==> config.mk <==
export PLATFORM = sky130hd
export DESIGN_NAME = filter_peak_scheduler
export DESIGN_NICKNAME = d
export VERILOG_FILES = /design/src/rtl/filter_peak_scheduler_pkg.sv /design/src/rtl/filter_peak_scheduler_peak_tracker.sv /design/src/rtl/filter_peak_scheduler.sv
export SDC_FILE = /design/constraint.sdc
export NUM_CORES = 2
export LEC_CHECK = 0
export ABC_AREA = 0
export BUFFER_PORTS_ARGS = -buffer_cell sky130_fd_sc_hd__buf_2
export CELL_PAD_IN_SITES_DETAIL_PLACEMENT = 1
export CELL_PAD_IN_SITES_GLOBAL_PLACEMENT = 1
export CORE_MARGIN = 4
export CORE_UTILIZATION = 48
export CTS_CLUSTER_DIAMETER = 50
export CTS_CLUSTER_SIZE = 12
export DETAILED_ROUTE_END_ITERATION = 12
export GPL_ROUTABILITY_DRIVEN = 1
export GPL_TIMING_DRIVEN = 0
export HOLD_SLACK_MARGIN = 0.03
export MAX_ROUTING_LAYER = met4
export PLACE_DENSITY_LB_ADDON = 0.1
export SLEW_MARGIN = 20
export SYNTH_ARGS = -nofsm -noshare
export SYNTH_HDL_FRONTEND = slang
export SYNTH_SLANG_ARGS = --single-unit
==> constraint.sdc <==
create_clock -name clk -period 12.6 [get_ports clk]
set_input_delay 0 -clock clk [delete_from_list [all_inputs] [get_ports clk]]
set_output_delay 0 -clock clk [all_outputs]
set_load 0.01 [all_outputs]
==> src/rtl/filter_peak_scheduler_pkg.sv <==
// Shared settings for the filter-bank peak scheduler: default sizes,
// FSM state encoding and the stimulus mode type.
package filter_peak_scheduler_pkg;

  localparam int NUM_FILTERS_DEF      = 21;
  localparam int SETTLE_CYCLES_DEF    = 64;
  localparam int SIZE_WINDOW_DEF      = 16;
  localparam int SIZE_DELAY_DEF       = 4;
  localparam int SIZE_FILTER_DATA_DEF = 16;

  typedef enum logic [2:0] {
    IDLE,
    SETTLE,
    MEASURE,
    REPORT,
    DONE
  } sched_state_t;

  // {overlay, rate}
  typedef logic [1:0] stim_mode_t;

endpackage

==> src/rtl/filter_peak_scheduler_peak_tracker.sv <==
// Running signed maximum of one filter output; clear reloads the
// most-negative value so the first enabled sample always wins.
module peak_tracker #(
  parameter int W = 16
) (
  input  logic         clk,
  input  logic         reset,
  input  logic         clear,
  input  logic         enable,
  input  logic [W-1:0] data_in,
  output logic [W-1:0] peak
);

  localparam logic [W-1:0] MOST_NEG = {1'b1, {(W-1){1'b0}}};

  logic [W-1:0] peak_q;

  always_ff @(posedge clk) begin
    if (reset || clear) begin
      peak_q <= MOST_NEG;
    end else if (enable && ($signed(data_in) > $signed(peak_q))) begin
      peak_q <= data_in;
    end
  end

  assign peak = peak_q;

endmodule

==> src/rtl/filter_peak_scheduler.sv <==
// Sweeps the signal generator through all four stimulus modes, measures the
// signed peak of each enabled filter output and streams the results out.
module filter_peak_scheduler
  import filter_peak_scheduler_pkg::*;
#(
  parameter int NUM_FILTERS      = NUM_FILTERS_DEF,
  parameter int SETTLE_CYCLES    = SETTLE_CYCLES_DEF,
  parameter int SIZE_WINDOW      = SIZE_WINDOW_DEF,
  parameter int SIZE_DELAY       = SIZE_DELAY_DEF,
  parameter int SIZE_FILTER_DATA = SIZE_FILTER_DATA_DEF
) (
  input  logic                                  clk,
  input  logic                                  reset,
  input  logic                                  start,
  input  logic [SIZE_WINDOW-1:0]                window_len,
  input  logic [SIZE_DELAY-1:0]                 delay_cfg,
  input  logic [NUM_FILTERS-1:0]                chan_mask,
  input  logic [NUM_FILTERS*SIZE_FILTER_DATA-1:0] filter_data,
  output logic                                  test_overlay,
  output logic                                  test_rate,
  output logic [SIZE_DELAY-1:0]                 test_delay,
  output logic                                  res_valid,
  input  logic                                  res_ready,
  output logic [1:0]                            res_mode,
  output logic [4:0]                            res_chan,
  output logic [SIZE_FILTER_DATA-1:0]           res_peak,
  output logic                                  busy,
  output logic                                  done
);

  localparam int CW = $clog2(NUM_FILTERS > 1 ? NUM_FILTERS : 2);
  localparam int SW = $clog2(SETTLE_CYCLES + 1);
  localparam int DW = SIZE_FILTER_DATA;

  sched_state_t state_q, state_d;
  stim_mode_t   mode_q, mode_d;
  logic [CW-1:0]          chan_q, chan_d;
  logic [SW-1:0]          settle_q, settle_d;
  logic [SIZE_WINDOW-1:0] win_cnt_q, win_cnt_d;
  logic [SIZE_WINDOW-1:0] win_len_q, win_len_d;
  logic [NUM_FILTERS-1:0] mask_q, mask_d;
  logic [SIZE_DELAY-1:0]  delay_q, delay_d;

  logic                  test_overlay_q, test_overlay_d;
  logic                  test_rate_q, test_rate_d;
  logic [SIZE_DELAY-1:0] test_delay_q, test_delay_d;
  logic                  res_valid_q, res_valid_d;
  logic [1:0]            res_mode_q, res_mode_d;
  logic [4:0]            res_chan_q, res_chan_d;
  logic [DW-1:0]         res_peak_q, res_peak_d;
  logic                  busy_q, busy_d;
  logic                  done_q, done_d;

  logic          clear_peaks, measure_en, advance, stim_active;
  logic [DW-1:0] sel_peak, sel_sample;
  logic [DW-1:0] peak_q [NUM_FILTERS];

  for (genvar g = 0; g < NUM_FILTERS; g++) begin : g_track
    peak_tracker #(.W(DW)) u_track (
      .clk     (clk),
      .reset   (reset),
      .clear   (clear_peaks),
      .enable  (measure_en),
      .data_in (filter_data[g*DW +: DW]),
      .peak    (peak_q[g])
    );
  end

  always_ff @(posedge clk) begin
    if (reset) begin
      state_q        <= IDLE;
      mode_q         <= '0;
      chan_q         <= '0;
      settle_q       <= '0;
      win_cnt_q      <= '0;
      win_len_q      <= '0;
      mask_q         <= '0;
      delay_q        <= '0;
      test_overlay_q <= 1'b0;
      test_rate_q    <= 1'b0;
      test_delay_q   <= '0;
      res_valid_q    <= 1'b0;
      res_mode_q     <= '0;
      res_chan_q     <= '0;
      res_peak_q     <= '0;
      busy_q         <= 1'b0;
      done_q         <= 1'b0;
    end else begin
      state_q        <= state_d;
      mode_q         <= mode_d;
      chan_q         <= chan_d;
      settle_q       <= settle_d;
      win_cnt_q      <= win_cnt_d;
      win_len_q      <= win_len_d;
      mask_q         <= mask_d;
      delay_q        <= delay_d;
      test_overlay_q <= test_overlay_d;
      test_rate_q    <= test_rate_d;
      test_delay_q   <= test_delay_d;
      res_valid_q    <= res_valid_d;
      res_mode_q     <= res_mode_d;
      res_chan_q     <= res_chan_d;
      res_peak_q     <= res_peak_d;
      busy_q         <= busy_d;
      done_q         <= done_d;
    end
  end

  always_comb begin
    state_d     = state_q;
    mode_d      = mode_q;
    chan_d      = chan_q;
    settle_d    = settle_q;
    win_cnt_d   = win_cnt_q;
    win_len_d   = win_len_q;
    mask_d      = mask_q;
    delay_d     = delay_q;
    clear_peaks = 1'b0;
    measure_en  = (state_q == MEASURE);
    advance     = !mask_q[chan_q] || (res_valid_q && res_ready);

    unique case (state_q)
      IDLE: begin
        if (start) begin
          delay_d   = delay_cfg;
          mask_d    = chan_mask;
          win_len_d = (window_len == '0) ? SIZE_WINDOW'(1) : window_len;
          mode_d    = '0;
          settle_d  = '0;
          state_d   = SETTLE;
        end
      end
      SETTLE: begin
        if (settle_q == SW'(SETTLE_CYCLES - 1)) begin
          state_d     = MEASURE;
          win_cnt_d   = '0;
          clear_peaks = 1'b1;
        end else begin
          settle_d = settle_q + SW'(1);
        end
      end
      MEASURE: begin
        if (win_cnt_q == win_len_q - SIZE_WINDOW'(1)) begin
          state_d = REPORT;
          chan_d  = '0;
        end else begin
          win_cnt_d = win_cnt_q + SIZE_WINDOW'(1);
        end
      end
      REPORT: begin
        if (advance) begin
          if (chan_q == CW'(NUM_FILTERS - 1)) begin
            if (mode_q == 2'd3) begin
              state_d = DONE;
            end else begin
              mode_d   = mode_q + 2'd1;
              settle_d = '0;
              state_d  = SETTLE;
            end
          end else begin
            chan_d = chan_q + CW'(1);
          end
        end
      end
      DONE: begin
        state_d = IDLE;
      end
      default: begin
        state_d = IDLE;
      end
    endcase
  end

  // Outputs are registered from next-state values; on the MEASURE->REPORT
  // edge the tracker has not yet absorbed the final sample, so fold it in.
  always_comb begin
    sel_peak    = peak_q[chan_d];
    sel_sample  = filter_data[32'(chan_d) * DW +: DW];
    stim_active = (state_d == SETTLE) || (state_d == MEASURE) || (state_d == REPORT);

    test_overlay_d = stim_active ? mode_d[1] : 1'b0;
    test_rate_d    = stim_active ? mode_d[0] : 1'b0;
    test_delay_d   = stim_active ? delay_d : '0;
    res_valid_d    = (state_d == REPORT) && mask_q[chan_d];
    res_mode_d     = (state_d == REPORT) ? mode_d : 2'd0;
    res_chan_d     = (state_d == REPORT) ? 5'(chan_d) : 5'd0;
    res_peak_d     = sel_peak;
    if ((state_q == MEASURE) && ($signed(sel_sample) > $signed(sel_peak))) begin
      res_peak_d = sel_sample;
    end
    busy_d = (state_d != IDLE);
    done_d = (state_d == DONE);
  end

  assign test_overlay = test_overlay_q;
  assign test_rate    = test_rate_q;
  assign test_delay   = test_delay_q;
  assign res_valid    = res_valid_q;
  assign res_mode     = res_mode_q;
  assign res_chan     = res_chan_q;
  assign res_peak     = res_peak_q;
  assign busy         = busy_q;
  assign done         = done_q;

endmodule

=== Word-level counts from Yosys, hierarchy flattened ===
Cells that the tools add are included.

* Flip-flop bits (word level): 442
* Input bits: 381
* Output and inout bits: 32
* Logic and storage cells: 167

* Add/subtract/negate cells: 5
* Order comparisons: 25
* Eq/ne operators: 18
* Shift-type cells: 1
* Mux-type cells: 38
* Bitwise logic cells: 3
* Reduce and logical (&&, ||, !) cells: 39

{| class="wikitable"
|+ Operator list
! kind !! number
|-
| 16-bit greater-than comparator || 22
|-
| 336-bit by 10-bit indexed part select with 16-bit output || 1
|-
| 16-bit two-way mux || 6
|-
| 16-bit binary-select mux with 5-bit select || 1
|-
| 7-bit two-way mux || 5
|-
| 16-bit one-hot mux with 2 select lines || 1
|-
| 1-bit logical AND || 24
|-
| 7-bit one-hot mux with 3 select lines || 1
|-
| 3-bit two-way mux || 6
|-
| 16-bit by 1-bit adder with 16-bit output (second input constant) || 1
|-
| 16-bit == test || 1
|-
| 16-bit logical NOT || 1
|-
| 16-bit by 1-bit subtractor with 16-bit output (second input constant) || 1
|-
| 5-bit two-way mux || 3
|-
| 2-bit != test (second input constant) || 7
|-
| 3-bit by 2-bit == test with 1-bit output (second input constant) || 4
|-
| 5-bit by 6-bit < comparator with 1-bit output (second input constant) || 2
|-
| 3-bit one-hot mux with 4 select lines || 1
|-
| 1-bit binary-select mux with 5-bit select || 2
|-
| 5-bit one-hot mux with 2 select lines || 1
|-
| 2-bit two-way mux || 4
|-
| 4-bit two-way mux || 2
|-
| 7-bit by 1-bit adder with 7-bit output (second input constant) || 1
|-
| 7-bit by 6-bit == test with 1-bit output (second input constant) || 1
|-
| 20 further kinds || 30
|}

=== Depth between registers and ports, before layout ===
* Word-level depth: 13
* Depth in mapped cells: 32
* Depth with buffers taken out: 26

=== Hierarchy ===
Synthesis repeated with hierarchy kept, for this count alone.

* Cell total of the unflattened synthesis: 4721
* Area total of the unflattened synthesis: 36422.4 sq um

{| class="wikitable"
|+ By module, submodules not included
! module !! times used !! cells each !! area each (sq um) !! seq. area each (sq um)
|-
| peak_tracker (g_track[11].u_track ...) || 19 || 127 || 1081.0 || 320.3
|-
| filter_peak_scheduler || 1 || 2044 || 13679.4 || 2122.0
|-
| peak_tracker (g_track[10].u_track) || 1 || 135 || 1119.8 || 320.3
|-
| peak_tracker (g_track[0].u_track) || 1 || 129 || 1083.5 || 320.3
|}

=== Worst setup path before layout ===
No wires, ideal clock.

* Kind: reg-to-reg
* Start: reg win_len_q[0]
* End: reg res_peak_q[11], in the netlist res_peak[11]
* Library setup time: 142 ps
* Data arrival time: 5994 ps
* Data required time: 12458 ps
* Path slack: 6464 ps
* Cell stages (with the launch flop): 30
* Path buffers: 4
* Period minus slack after synthesis: 6136 ps
* Cell sequence: dfxtp_1 > inv_1 > ha_1 > nor4b_4 > xnor2_1 > or4_1 > a2111oi_2 > and4_1 > buf_4 > mux2_1 > o221ai_2 > buf_6 > a221oi_1 > or2_1 > a22oi_1 > nand2_1 > ha_1 > a21o_1 > a21o_1 > a21oi_1 > nor2_1 > a211oi_1 > mux2i_1 > or3_1 > clkbuf_1 > inv_1 > clkbuf_1 > o2bb2ai_1 > a222oi_1 > o221ai_1

* Cells in the longest elaborated chain, start to end: 11
* Elaborated cells on any way between the ends: 12
* Those cells by class: 1 x add/sub; 1 x order compare; 1 x eq/ne; 1 x shift; 6 x mux; 1 x bitwise; 1 x reduce/logical

{| class="wikitable"
|+ RTL lines
! element !! line !! text
|-
| start, declared || filter_peak_scheduler.sv:40 || <nowiki>logic [SIZE_WINDOW-1:0] win_len_q, win_len_d;</nowiki>
|-
| start signal, assigned || filter_peak_scheduler.sv:94 || <nowiki>win_len_q <= win_len_d;</nowiki>
|-
| 16-bit by 1-bit subtractor with 16-bit output (*) || filter_peak_scheduler.sv:143 || <nowiki>if (win_cnt_q == win_len_q - SIZE_WINDOW'(1)) begin</nowiki>
|-
| 16-bit == test (*) || filter_peak_scheduler.sv:143 ||
|-
| 5-bit two-way mux (*) || filter_peak_scheduler.sv:143 ||
|-
| 5-bit one-hot mux with 2 select lines (*) || filter_peak_scheduler.sv:122 || <nowiki>unique case (state_q)</nowiki>
|-
| parallel branches: the longest is 6 deep, another holds 16-bit greater-than comparator || n/a ||
|-
| 16-bit two-way mux (*) || filter_peak_scheduler.sv:188 || <nowiki>if ((state_q == MEASURE) && ($signed(sel_sample) > $signed(sel_peak))) begin</nowiki>
|-
| end signal, assigned || filter_peak_scheduler.sv:103 || <nowiki>res_peak_q <= res_peak_d;</nowiki>
|-
| end, declared || filter_peak_scheduler.sv:50 || <nowiki>logic [DW-1:0] res_peak_q, res_peak_d;</nowiki>
|}

Mark *: on every way between the ends. The select of a mux whose other input is x is not followed.
A chain may end at the register's enable or synchronous reset.

=== Worst setup path in the final report ===
* Start: reg chan_q[0]
* End: reg res_peak_q[9], in the netlist res_peak[9]

* Cells in the longest elaborated chain, start to end: 13
* Elaborated cells on any way between the ends: 18
* Those cells by class: 1 x add/sub; 1 x order compare; 1 x eq/ne; 1 x shift; 10 x mux; 1 x bitwise; 3 x reduce/logical

{| class="wikitable"
|+ RTL lines
! element !! line !! text
|-
| start, declared || filter_peak_scheduler.sv:37 || <nowiki>logic [CW-1:0] chan_q, chan_d;</nowiki>
|-
| start signal, assigned || filter_peak_scheduler.sv:91 || <nowiki>chan_q <= chan_d;</nowiki>
|-
| 1-bit binary-select mux with 5-bit select || filter_peak_scheduler.sv:120 || <nowiki>advance = !mask_q[chan_q] || (res_valid_q && res_ready);</nowiki>
|-
| 1-bit two-way mux (not written as such) || filter_peak_scheduler.sv:120 ||
|-
| 1-bit logical NOT || filter_peak_scheduler.sv:120 ||
|-
| 1-bit logical OR || filter_peak_scheduler.sv:120 ||
|-
| 5-bit two-way mux || filter_peak_scheduler.sv:151 || <nowiki>if (advance) begin</nowiki>
|-
| 5-bit one-hot mux with 2 select lines (*) || filter_peak_scheduler.sv:122 ||
|-
| parallel branches: the longest is 6 deep, another holds 16-bit greater-than comparator || n/a ||
|-
| 16-bit two-way mux (*) || filter_peak_scheduler.sv:188 ||
|}

Marks and branches as above.

==> results by group <==
GRT
  – First-pass GRT wire length: roughly 300000 um
  – Total track usage: 0.5826
  – Initial antenna violation count: 46
  – Vias in the first global route: 42978
  – Congestion Overflow GR: 0
  – Largest net degree at the start of global routing: 13

Synth
  – Yosys top cell area share: 0.2766
  – Register area share after synthesis: 0.2766
  – Syn Nets: around 4700
  – Post-synth EDFFs: 0
  – Cell taking the most area after synthesis: dfxtp_1
  – Syn. warnings: 0
  – Synth area leaders: dfxtp_1 (28%), ha_1 (14%), mux2i_1 (14%)
  – Number of synthesized register bits: 442
  – Post-synth top flop: dfxtp_1
  – Post-synth ARST share: 0
  – Syn Area/Cell: about 8 um2
  – Gate count of the mapped netlist: 3986
  – Yosys cell types: 94
  – Synth Cell Area: approximately 0.032 mm2

Cells and area
  – Post-layout nets: 5588
  – Layout cells sized above 1: 0.1375
  – Post-layout util: 0.6300
  – Post-route cell area: between 0.04 and 0.05 mm2
  – Register area: between 0.008 and 0.009 mm2
  – Commonest non-fill, non-tap cells in the layout: nand2_1 (475), buf_2 (465), nor2_1 (455), dfxtp_1 (442), mux2i_1 (438)
  – Commonest non-fill, non-tap cell in the layout: nand2_1
  – Fillcell total: between 7000 and 8000
  – Layout area overhead: 29.73%
  – Area of the multi-input gates: about 0.021 mm2

STA
  – Setup TNS: 0 ns
  – Final max-slew violation count: 0
  – Final worst path period share: 0.7698
  – Unrepaired setup endpoints after global routing: false
  – Final setup fails: 0
  – Fmax: around 100 MHz
  – Final Hold Fails: 0
  – Worst-margin pin slew: around 1.4 ns
  – Slew headroom: 0.09872
  – Final worst slack: 2.901 ns
  – Final Skew: a little under 0.07 ns
  – Fin crit period: roughly 9.7 ns

Drt
  – DRC: 0
  – Mean number of vias per cell: about 7.1
  – WL/cell: between 30 and 40 um
  – Routed Antenna Nets: 0
  – Routed via count: ~41000
  – Drt first pass iters: 6
  – Iteration-0 DRC Markers: 6017
  – Routed wire length: roughly 210000 um

CTS
  – Clock-pin slew on the worst setup and hold paths: 0.06 ns
  – Root buffer cell: clkbuf_16
  – Clock H-tree levels: 3
  – Clock buffer depth: 3
  – Post-cts resize count: 0
  – Total setup buffers inserted after CTS: 0
  – CTS tree: done
  – Clk_lat worst skew: 0.67 ns
  – Sink Count: approximately 440
  – Hold-fix buffers, CTS: roughly 380
  – CTS buffer count: between 60 and 70

Placed design
  – Post-place setup slack: 3.833 ns
  – Gpl congestion: roughly 1.1
  – DP Area: 0.03518 mm2
  – Hpwl dp: 130100 um
  – IO buf count: approximately 410

Power
  – Leakage: 19.17 nW
  – Peak VDD IR: 111.5 uV
  – PwrDens: 103.5 mW/mm2
  – Total Power: between 4 and 5 mW

Floorplan
  – Width of the die: between 200 and 300 um
  – DIE HEIGHT: between 200 and 300 um
  – Initial core utilization: 0.4856
  – I/O pin count: 413
  – Cell Rows: between 90 and 100
  – Die area: slightly above 0.07 mm2
  – Core area: about 0.066 mm2

Critical path
  – CP required: approximately 13 ns
  – Slowest stage cell on the critical path: clkbuf_1
  – Worst setup EP type: register
  – Arrival time worst endpoint: 10.09 ns
  – Startpoint Class: register
  – Crit path largest cell delay: roughly 1.0 ns
  – Crit-path max FO: 10
  – Crit Path Class: reg -> reg

Worst hold path
  – Worst min-delay path class: in -> reg

Run status
  – Status: finished clean

Run
  – Max-cap violation count: 0
==> report_power, final <==
part	total [mW]	internal [mW]	switching, mW	leakage (nW)
Clock	2.09	1.21	0.876	1.13
Sequential	1.42	1.41	0.0123	3.57
Combinational	0.782	0.295	0.487	14.5
==> stage by stage <==
step | hold WS, ns | cells
detailed placement | 0.2520 | 5265
global placement | 0.2436 | 5262
global route | 0.2010 | 5822
floorplan | 0.08597 | 3986
finish | 0.1737 | 5827
CTS | 0.09976 | 5764
==> kinds of logic after synthesis <==
| group | Yosys count | share of synthesized area |
|---|---|---|
| buf+inv | 578 | 0.07530 |
| xor+xnor | 28 | 0.007667 |
| simple gates | 1339 | 0.1871 |
| compound gates | 791 | 0.1711 |
| mux | 451 | 0.1424 |
| fa+ha+maj | 357 | 0.1397 |
| flops | 442 | 0.2766 |
==> flip-flops by register name, indices dropped and copies added, names as in the netlist, 2 cells and up <==
signal / cells
res_peak: 16
win_cnt_q: 16
mode_q: 2
state_q: 3
settle_q: 7
mask_q: 21
res_mode: 2
win_len_q: 16
res_chan: 5
g_track.u_track.peak: 336
test_delay: 4
chan_q: 5
delay_q: 4
==> per-layer routing <==
metal	part of all wire	track usage
met2	0.41	0.8476
met5	0	-
met3	0.14	0.2331
met4	0.13	0.5421
met1	0.32	0.5972
==> final cells by class <==
class                           instances  area share
Multi-Input combinational cell       2966      0.5008
Sequential cell                       442      0.2132
Timing Repair Buffer                  794      0.1419
Clock buffer                           86     0.04610
Inverter                              365     0.03302
Tap cell                              864     0.02605
Buffer                                213     0.02524
Clock inverter                         35    0.009951
Antenna cell                           62    0.003739
==> cell usage after synthesis (7+ instances only) <==
cell,count
or3_1,13
xnor2_1,10
xor2_1,18
o211ai_1,72
o221a_2,8
o22ai_1,26
a22oi_1,15
nor3_1,11
a21oi_1,180
a21o_1,76
nand4_1,93
nor2_1,455
buf_6,11
o21ai_0,124
nand2b_1,31
or2_1,8
and3_1,32
nor2b_1,42
nand2_1,475
inv_1,365
nand3_1,126
mux2i_1,438
a221oi_1,21
nor4_1,8
ha_1,357
a31oi_1,37
a221oi_2,11
o2bb2ai_1,16
a41oi_1,8
a222oi_1,7
mux2_2,9
clkbuf_1,129
buf_2,51
a211oi_1,22
buf_4,13
dfxtp_1,442
o221ai_1,10
o21a_1,79
o211a_1,7
==> worst max-delay path, delay by kind of cell, from the launching register on <==
kind / cells / cell delay [ns]
AO/OA/AOI/OAI: 10 / 2.60
adder cells (fa/ha/maj): 1 / 0.29
flip-flops: 1 / 0.42
buffers and inverters: 7 / 3.11
multiplexers: 2 / 0.78
AND/OR/NAND/NOR: 9 / 2.26
==> final timing paths <==
kind / start / to / slack, ns / depth (start not counted)
setup / recovery: chan_q[0]$_SDFF_PP0_ / res_peak[9]$_SDFF_PP0_ / 2.90 / 29
hold / removal: start / settle_q[1]$_SDFFE_PP0P_ / 0.17 / 7
setup reg to reg: chan_q[0]$_SDFF_PP0_ / res_peak[9]$_SDFF_PP0_ / 2.90 / 29
hold reg to reg: mask_q[18]$_SDFFE_PP0P_ / mask_q[18]$_SDFFE_PP0P_ / 0.49 / 2
(Power assumes the default switching activity.)
